## src/rtl/slave_out_port.sv

```systemverilog
// Slave-side serial transmitter: one-word holding register, single s_valid/m_ready handshake,
// then burst_size*WORD_SIZE bits LSB first. Optional handshake timeout via SOUT_HS_TIMEOUT_EN.
module slave_out_port #(
    parameter int WORD_SIZE      = 8,
    parameter int BURST_SIZE     = 15,
    parameter int TIMEOUT_CYCLES = 255
) (
    input  logic                  clk,
    input  logic                  rst_n,
    input  logic                  m_ready,
    input  logic                  tx_start,
    input  logic [BURST_SIZE-1:0] burst_size,
    input  logic [WORD_SIZE-1:0]  tx_word,
    input  logic                  tx_word_valid,
    output logic                  tx_data,
    output logic                  s_valid,
    output logic                  word_ready,
    output logic                  tx_busy,
    output logic                  tx_done,
    output logic                  tx_underrun,
    output logic                  tx_timeout
);
    localparam int BIT_W = (WORD_SIZE > 2) ? $clog2(WORD_SIZE) : 1;
    localparam logic [BIT_W-1:0]      LAST_BIT = BIT_W'(WORD_SIZE - 1);
    localparam logic [BIT_W-1:0]      BIT_ONE  = BIT_W'(1);
    localparam logic [BURST_SIZE-1:0] WORD_ONE = BURST_SIZE'(1);

    typedef enum logic [1:0] {
        ST_IDLE    = 2'd0,
        ST_WAIT_HS = 2'd1,
        ST_SEND    = 2'd2
    } state_e;

    state_e                 state_q, state_d;
    logic [WORD_SIZE-1:0]   hold_q, hold_d;
    logic                   hold_full_q, hold_full_d;
    logic [WORD_SIZE-2:0]   shift_q, shift_d;
    logic [BIT_W-1:0]       bit_cnt_q, bit_cnt_d;
    logic [BURST_SIZE-1:0]  word_cnt_q, word_cnt_d;
    logic [BURST_SIZE-1:0]  burst_q, burst_d;
    logic                   tx_data_q, tx_data_d;
    logic                   s_valid_q, s_valid_d;
    logic                   word_ready_q, word_ready_d;
    logic                   tx_busy_q, tx_busy_d;
    logic                   tx_done_q, tx_done_d;
    logic                   underrun_q, underrun_d;
    logic                   timeout_q, timeout_d;
    logic                   hold_take_s;

`ifdef SOUT_HS_TIMEOUT_EN
    localparam int TO_W = (TIMEOUT_CYCLES > 1) ? $clog2(TIMEOUT_CYCLES + 1) : 1;
    localparam logic [TO_W-1:0] TO_LAST = TO_W'(TIMEOUT_CYCLES - 1);
    localparam logic [TO_W-1:0] TO_ONE  = TO_W'(1);
    logic [TO_W-1:0] to_cnt_q, to_cnt_d;
`endif

    // Next-state and output logic for the transmit FSM and holding register
    always_comb begin
        state_d     = state_q;
        hold_d      = hold_q;
        hold_full_d = hold_full_q;
        shift_d     = shift_q;
        bit_cnt_d   = bit_cnt_q;
        word_cnt_d  = word_cnt_q;
        burst_d     = burst_q;
        tx_data_d   = 1'b0;
        s_valid_d   = 1'b0;
        tx_done_d   = 1'b0;
        underrun_d  = underrun_q;
        timeout_d   = 1'b0;
        hold_take_s = 1'b0;
`ifdef SOUT_HS_TIMEOUT_EN
        to_cnt_d    = '0;
`endif

        case (state_q)
            ST_IDLE: begin
                if (tx_start && (burst_size != '0)) begin
                    burst_d    = burst_size;
                    underrun_d = 1'b0;
                    state_d    = ST_WAIT_HS;
                end else begin
                    state_d    = ST_IDLE;
                end
            end
            ST_WAIT_HS: begin
                if (s_valid_q && m_ready) begin
                    tx_data_d   = hold_q[0];
                    shift_d     = hold_q[WORD_SIZE-1:1];
                    hold_take_s = 1'b1;
                    bit_cnt_d   = '0;
                    word_cnt_d  = '0;
                    state_d     = ST_SEND;
                end else begin
                    s_valid_d = s_valid_q | hold_full_q;
`ifdef SOUT_HS_TIMEOUT_EN
                    // s_valid already high here implies m_ready is low
                    if (s_valid_q) begin
                        if (to_cnt_q == TO_LAST) begin
                            s_valid_d = 1'b0;
                            timeout_d = 1'b1;
                            state_d   = ST_IDLE;
                        end else begin
                            to_cnt_d = to_cnt_q + TO_ONE;
                        end
                    end else begin
                        to_cnt_d = to_cnt_q;
                    end
`endif
                end
            end
            ST_SEND: begin
                if (bit_cnt_q != LAST_BIT) begin
                    tx_data_d = shift_q[0];
                    shift_d   = shift_q >> 1;
                    bit_cnt_d = bit_cnt_q + BIT_ONE;
                end else if (word_cnt_q != (burst_q - WORD_ONE)) begin
                    word_cnt_d = word_cnt_q + WORD_ONE;
                    bit_cnt_d  = '0;
                    if (hold_full_q) begin
                        tx_data_d   = hold_q[0];
                        shift_d     = hold_q[WORD_SIZE-1:1];
                        hold_take_s = 1'b1;
                    end else begin
                        // Empty holding register: keep burst length, send zeros
                        underrun_d = 1'b1;
                        tx_data_d  = 1'b0;
                        shift_d    = '0;
                    end
                end else begin
                    tx_done_d = 1'b1;
                    state_d   = ST_IDLE;
                end
            end
            default: begin
                state_d = ST_IDLE;
            end
        endcase

        if (tx_word_valid && word_ready_q) begin
            hold_d      = tx_word;
            hold_full_d = 1'b1;
        end else if (hold_take_s) begin
            hold_full_d = 1'b0;
        end else begin
            hold_full_d = hold_full_q;
        end

        word_ready_d = ~hold_full_d;
        tx_busy_d    = (state_d != ST_IDLE);
    end

    // State and output registers
    always_ff @(posedge clk or negedge rst_n) begin
        if (!rst_n) begin
            state_q      <= ST_IDLE;
            hold_q       <= '0;
            hold_full_q  <= 1'b0;
            shift_q      <= '0;
            bit_cnt_q    <= '0;
            word_cnt_q   <= '0;
            burst_q      <= '0;
            tx_data_q    <= 1'b0;
            s_valid_q    <= 1'b0;
            word_ready_q <= 1'b1;
            tx_busy_q    <= 1'b0;
            tx_done_q    <= 1'b0;
            underrun_q   <= 1'b0;
            timeout_q    <= 1'b0;
        end else begin
            state_q      <= state_d;
            hold_q       <= hold_d;
            hold_full_q  <= hold_full_d;
            shift_q      <= shift_d;
            bit_cnt_q    <= bit_cnt_d;
            word_cnt_q   <= word_cnt_d;
            burst_q      <= burst_d;
            tx_data_q    <= tx_data_d;
            s_valid_q    <= s_valid_d;
            word_ready_q <= word_ready_d;
            tx_busy_q    <= tx_busy_d;
            tx_done_q    <= tx_done_d;
            underrun_q   <= underrun_d;
            timeout_q    <= timeout_d;
        end
    end

`ifdef SOUT_HS_TIMEOUT_EN
    // Handshake timeout counter
    always_ff @(posedge clk or negedge rst_n) begin
        if (!rst_n) begin
            to_cnt_q <= '0;
        end else begin
            to_cnt_q <= to_cnt_d;
        end
    end
`endif

    assign tx_data     = tx_data_q;
    assign s_valid     = s_valid_q;
    assign word_ready  = word_ready_q;
    assign tx_busy     = tx_busy_q;
    assign tx_done     = tx_done_q;
    assign tx_underrun = underrun_q;
    assign tx_timeout  = timeout_q;

endmodule

```

## config.mk

```make
export PLATFORM = sky130hd
export DESIGN_NAME = slave_out_port
export DESIGN_NICKNAME = d
export VERILOG_FILES = /design/src/rtl/slave_out_port.sv
export SDC_FILE = /design/constraint.sdc
export NUM_CORES = 1
export LEC_CHECK = 0
export ABC_AREA = 1
export CAP_MARGIN = 20
export CORE_MARGIN = 4
export CORE_UTILIZATION = 58
export DETAILED_ROUTE_END_ITERATION = 8
export GPL_TIMING_DRIVEN = 1
export PLACE_DENSITY = 0.78
export SYNTH_ARGS = -nofsm -noshare
export SYNTH_HDL_FRONTEND = slang
export SYNTH_SLANG_ARGS = --single-unit
```

## constraint.sdc

```tcl
create_clock -name clk -period 2.4 [get_ports clk]
set_clock_uncertainty 0.05 [all_clocks]
set_input_delay 0.48 -clock clk [delete_from_list [all_inputs] [get_ports clk]]
set_output_delay 0.48 -clock clk [all_outputs]
set_load 0.005 [all_outputs]
```

==> results.toml, run 1 <==
[run_status]
status = "finished clean"

[yosys]
ys.flop_type = "dfrtp_1"
ys_seq_area_share_pct = 39.95
yosysWarnings = 0
synth.ff_latch_count = 57
avgSynthCellArea_um2 = 7.854
async_reset_ff_share_pct = 100.0
synth_edf_count = 0
yosysUniqueCellTypes = 39
synthCells = 455
synth_area_um2 = 3573
syn_nets = 491

[worst_setup_path]
crit_path_frequent_cell = "nand2_1"
max_stage_delay_ns = 0.39
cp.depth = 16
path_max_fanout = 15
cp-end-kind = "register"
worst-r2r-cell-count = 16
cp.arrival_ns = 2.53
critPathBufInv = 4
worstPathRequired_ns = 2.61
cp-startpoint = "burst_q[1]"
path_cells = "inv_1, ha_2, inv_1, nand2_1, nand2_1, nor2_2, nand3_2, nor2_4, nand2_4, nor2_8, nand4_1, nand4_1, buf_6, clkbuf_16, nand2_1, o21ai_1"
critPathKind = "register to register"
crit_family = "simple AND/OR/NAND/NOR gates"
cp-start-kind = "register"
endpoint = "word_cnt_q[4]"
cp_slowest_cell = "dfrtp_1"
rr_startpoint = "burst_q[1]"
r2r_setup_slack_ns = 0.08
crit-reg2reg-capture = "word_cnt_q[4]"

[power_and_ir_drop]
p_sw_mw = 1.682
power_frac_seq_pct = 36.2
leakagePower_nw = 2.052
power_density_nw_per_um2 = 1006
p_comb_share_pct = 44.7
p_int_mw = 2.599
ir_drop_mv = 0.6245
p_sw_share_pct = 39.29
pwr-share-clk_pct = 19.1

[floorplan]
die_x_um = 86.49
initial_core_util_pct = 60.00
design.core.area_um2 = 5956
io_pins = 35
dieArea_um2 = 7481
std_cell_rows = 28
die_h_um = 86.49

[finish]
nNetsFinal = 533
fin_cells = 577
drive_above_1_share_pct = 15.54
num_antenna_cells = 0
fill_cells = 481
syn2layout_area_growth_pct = 19.12

[sta]
tightest_slew_ns = 0.6036
hold_viol = 0
fmax_mhz = 430.5
hold_ws_ns = 0.08884
period_share_pct = 96.78
slew_headroom_pct = 59.39
setup_violations = 0
period_needed_ns = 2.323
maxSlewViolCount = 0

[grt]
overflow = 0
grt_usage_pct = 22.33
grt_max_degree = 34
grt_pass1_wl_mm = 13.17
antenna_found_initial = 0
grt_pass1_vias = 2975

[route]
drt_iter0_markers = 202
vias = 3045
first_pass_iters = 4
via_per_inst = 5.277
route.detailed.drc = 0
wl_per_cell_um = 13.28
routed_wl_mm = 7.662
drtAntennaViolNets = 0

[clock_network]
clockBufferDepth = 2
cts.hold.buffers_added = 0
clk_root_buffer_cell = "clkbuf_8"
clk_latency_ns = 0.33
htree_levels = 3
cts.sinks = 57
numCtsBuffers = 9
cts_tree = "done"
clk_pin_slew_ns = 0.06

[placement]
dp_hpwl_mm = 5.718
dp_cells = 557
place_congestion = 0.9012
io_buffers = 33

[flow_run]
drv_cap = 0

[hold_path]
min_path_type = "input port to asynchronous set/reset pin"
[layout by cell type (no fill, tap or decap), types with 8 or more instances in the layout]
master             n
dfrtp_1           56
a21oi_1           14
nand4_1            8
inv_1             50
nand2_1          117
clkdlybuf4s50_1   32
clkbuf_8          12
nand3_1           38
mux2_2            11
nor3_1             8
o21ai_1           19
nor2_1            35
[metrics by stage]
stage	power, mW	setup slack [ns]	utilization, %	area, µm²	TNS (ns)
6_report	4.281	0.07731	71.47	4257	0
5_1_grt	4.613	-0.04269	71.47	4257	-0.4277
3_5_place_dp	3.300	-0.08815	67.21	4003	-0.7993
3_3_place_gp	3.228	-0.008297	67.21	4003	-0.04535
2_1_floorplan	2.840	0.3637	-	3573	0
4_1_cts	4.131	0.1002	70.23	4183	0
[power by group through the flow]
stage	clock network, mW	logic (mW)	registers, mW
finish	0.817	1.91	1.55
global route	0.891	2.13	1.59
CTS	0.839	1.74	1.55
detailed placement	0	1.74	1.56
global placement	0	1.68	1.55
floorplan	0	1.34	1.50
[layout make-up]
class / instances / area (µm²) / share of cell area [%]
flip-flops and latches: 57 / 1428 / 33.54
multi-input cells: 329 / 1861 / 43.71
repair buffers: 44 / 484.2 / 11.38
well taps: 75 / 93.84 / 2.205
clock buffers: 16 / 180.2 / 4.233
inverters: 56 / 210.2 / 4.938
[cell usage after synthesis (2+ instances only)]
master	n	area, µm²
nor2_2	3	18.77
nand4_1	8	50.05
nand3_1	38	190.2
nor2_8	3	60.06
nor3_1	8	40.04
nor2_4	7	78.83
inv_2	5	18.77
o22ai_1	2	12.51
nor2_1	36	135.1
a21oi_2	4	35.03
nand2_1	117	439.2
or2_2	6	37.54
a21oi_1	14	70.07
inv_1	50	187.7
dfrtp_1	56	1401
mux2_2	11	123.9
xor2_1	6	52.55
nand3_2	2	20.02
xnor2_1	7	61.31
clkbuf_1	6	22.52
nand2_4	4	45.04
o21ai_1	19	95.09
nand3b_1	5	37.54
nand2_2	4	25.02
ha_1	8	100.1
buf_2	3	15.01
o21ai_0	6	30.03
nor4_1	4	25.02
buf_4	3	22.52
[metal layers]
layer	vias up	wire, µm	global-route usage (%)
met5	-	0	0
met4	0	194	9.207
met3	13	329	4.658
met2	62	3809	38.25
met1	1425	3328	27.32
li1	1545	-	-
[cell families after synthesis]
logic type      synth area share [%]
compound gates                 7.668
xor+xnor                       3.186
fa+ha+maj                      2.801
buf+inv                        8.123
flops                          39.95
mux                            3.466
other cells                   0.1049
simple gates                   34.70
[repair_timing]
item,in CTS,in global routing
resized for setup,0,3
buffers inserted,0,2
setup endpoints to repair,0,18
hold endpoints to repair,0,0
[state kept, by name, indices dropped and copies added (netlist names), 2 cells and up]
| name | count |
|---|---|
| burst_q | 15 |
| word_cnt_q | 15 |
| hold_q | 8 |
| shift_q | 7 |
| bit_cnt_q | 3 |
| state_q | 2 |
[worst min path at each step]
stage | cells past startpoint | slack, ns | endpoint
2_1_floorplan | 0 | 0.13 | bit_cnt_q[0]
3_3_place_gp | 2 | 0.42 | shift_q[3]
3_5_place_dp | 2 | 0.43 | shift_q[0]
4_1_cts | 1 | 0.10 | hold_q[6]
5_1_grt | 1 | 0.13 | shift_q[6]
6_report | 1 | 0.09 | hold_q[5]
Power figures use the tool's default switching activity.
==> inputs of run 2 (changes only) <==
CORE_MARGIN = not set   (was 4)
==> run 2 against run 1 <==
Compared with the run above:
- global-route usage increased by 3.7 points
- routed wire length is 6.4% higher
- sequential share of layout area fell by 0.54 points
- worst hold slack got worse by 0.011 ns
- critical path type unchanged
- largest power group unchanged
==> results.toml, run 2 (synthesized netlist as in run 1, its figures left out) <==
[run_status]
status = "finished clean"

[route]
via_per_inst = 5.453
first_pass_iters = 5
route.detailed.drc = 0
vias = 3163
drtAntennaViolNets = 0
wl_per_cell_um = 14.06
routed_wl_mm = 8.154
drt_iter0_markers = 216

[sta]
slew_headroom_pct = 63.11
setup_violations = 0
rsz0062_at_grt = "true"
period_needed_ns = 2.315
hold_viol = 0
period_share_pct = 96.45
hold_ws_ns = 0.07794
fmax_mhz = 432.0
tightest_slew_ns = 0.5483
maxSlewViolCount = 0

[clock_network]
cts.sinks = 57
numCtsBuffers = 9
htree_levels = 3
clk_pin_slew_ns = 0.07
clk_latency_ns = 0.34
clk_root_buffer_cell = "clkbuf_8"
cts_tree = "done"
cts.hold.buffers_added = 0
clockBufferDepth = 2

[floorplan]
std_cell_rows = 28
design.core.area_um2 = 5921
die_x_um = 80.49
die_h_um = 80.49
io_pins = 35
dieArea_um2 = 6479
initial_core_util_pct = 60.36

[worst_setup_path]
path_max_fanout = 7
cp-end-kind = "register"
critPathKind = "register to register"
rr_startpoint = "burst_q[0]"
cp_slowest_cell = "dfrtp_1"
cp.arrival_ns = 2.53
cp-start-kind = "register"
path_cells = "inv_2, ha_4, inv_1, nand2_1, nand2_1, nor2_1, nand3_2, nor2_4, nand2_4, nor2_8, nand4_1, nand4_1, buf_6, clkbuf_16, nand2_4, o21ai_1"
r2r_setup_slack_ns = 0.09
crit-reg2reg-capture = "word_cnt_q[8]"
critPathBufInv = 4
max_stage_delay_ns = 0.38
crit_family = "simple AND/OR/NAND/NOR gates"
worstPathRequired_ns = 2.61
worst-r2r-cell-count = 16

[placement]
dp_hpwl_mm = 5.654
dp_cells = 556
place_congestion = 0.8509
io_buffers = 33

[power_and_ir_drop]
ir_drop_mv = 0.6990
total_power_mw = 4.484
power_density_nw_per_um2 = 1035
leakagePower_nw = 2.081

[grt]
grt_pass1_vias = 2912
antenna_found_initial = 0
grt_max_degree = 58
grt_usage_pct = 26.08
grt_pass1_wl_mm = 12.75
overflow = 0

[finish]
final_cell_mix = "nand2_1 (114), dfrtp_1 (54), inv_1 (49), nand3_1 (38), nor2_1 (34)"
nNetsFinal = 536
fin_cells = 580
num_antenna_cells = 0
syn2layout_area_growth_pct = 21.29
final_common_cell = "nand2_1"
drive_above_1_share_pct = 17.62
top_regs = "burst_q (15), word_cnt_q (15), hold_q (8)"

[hold_path]
min_path_type = "input port to asynchronous set/reset pin"

[flow_run]
drv_cap = 0
run 2: cell count changes in the layout (fill, tap and decap cells not counted), sizes merged:
cell,previous run,this run
bufinv,0,1
clkinv,1,3
clkbuf,18,15
buf,10,13
run 2: what timing repair did:
action,CTS,global route
setup buffers,0,5
gates resized for setup,0,15
endpoints found under the setup margin,0,23
run 2: metrics by stage:
stage               util (%)  instance area [µm²]  TNS (ns)  worst slack (ns)
global route           73.20                 4334  -0.04310          -0.02157
global placement       67.48                 3995  -0.03877         -0.007342
finish                 73.20                 4334         0           0.08510
detailed placement     67.48                 3995  -0.07317          -0.02489
floorplan                  -                 3573         0            0.3637
CTS                    70.67                 4184         0           0.08944
run 2: power breakdown:
| part | internal, mW | switching, mW | leakage, nW |
|---|---|---|---|
| Combinational | 0.916 | 1.10 | 1.28 |
| Sequential | 1.28 | 0.303 | 0.703 |
| Clock | 0.505 | 0.378 | 0.0974 |
| Total | 2.70 | 1.78 | 2.08 |
run 2: worst register-to-register path: stages, from the launching register on:
cell and delay, ns:
dfrtp_1 0.38, inv_2 0.07, ha_4 0.26, inv_1 0.03, nand2_1 0.05, nand2_1 0.04
nor2_1 0.12, nand3_2 0.11, nor2_4 0.13, nand2_4 0.08, nor2_8 0.09, nand4_1 0.15
nand4_1 0.23, buf_6 0.16, clkbuf_16 0.16, nand2_4 0.04, o21ai_1 0.09
run 2: layout make-up:
type / instances / area (µm²)
clock inverter: 3 / 40.04
clock buffer: 13 / 148.9
sequential: 57 / 1430
tap: 75 / 93.84
fill: 464 / 1587
multi-input combinational: 329 / 1901
timing repair buffer: 47 / 510.5
inverter: 56 / 210.2
run 2: worst max path at each step:
stage                                 to          start  slack [ns]  depth (start not counted)
after detailed placement      burst_q[5]  burst_size[0]       -0.02                          6
after floorplan             bit_cnt_q[0]     burst_q[0]        0.36                         14
after global routing       word_cnt_q[5]     burst_q[0]       -0.02                         16
after CTS                 word_cnt_q[14]     burst_q[1]        0.09                         15
after global placement        burst_q[5]  burst_size[1]      -0.007                          6
final                      word_cnt_q[8]     burst_q[0]        0.09                         16
run 2: routing by layer:
metal | vias up | share of wire (%) | GRT usage [%]
met2 | 89 | 50 | 45.00
li1 | 1556 | - | -
met3 | 26 | 4.3 | 4.773
met4 | 0 | 3.2 | 11.79
met1 | 1492 | 42 | 31.35
met5 | - | 0 | 0
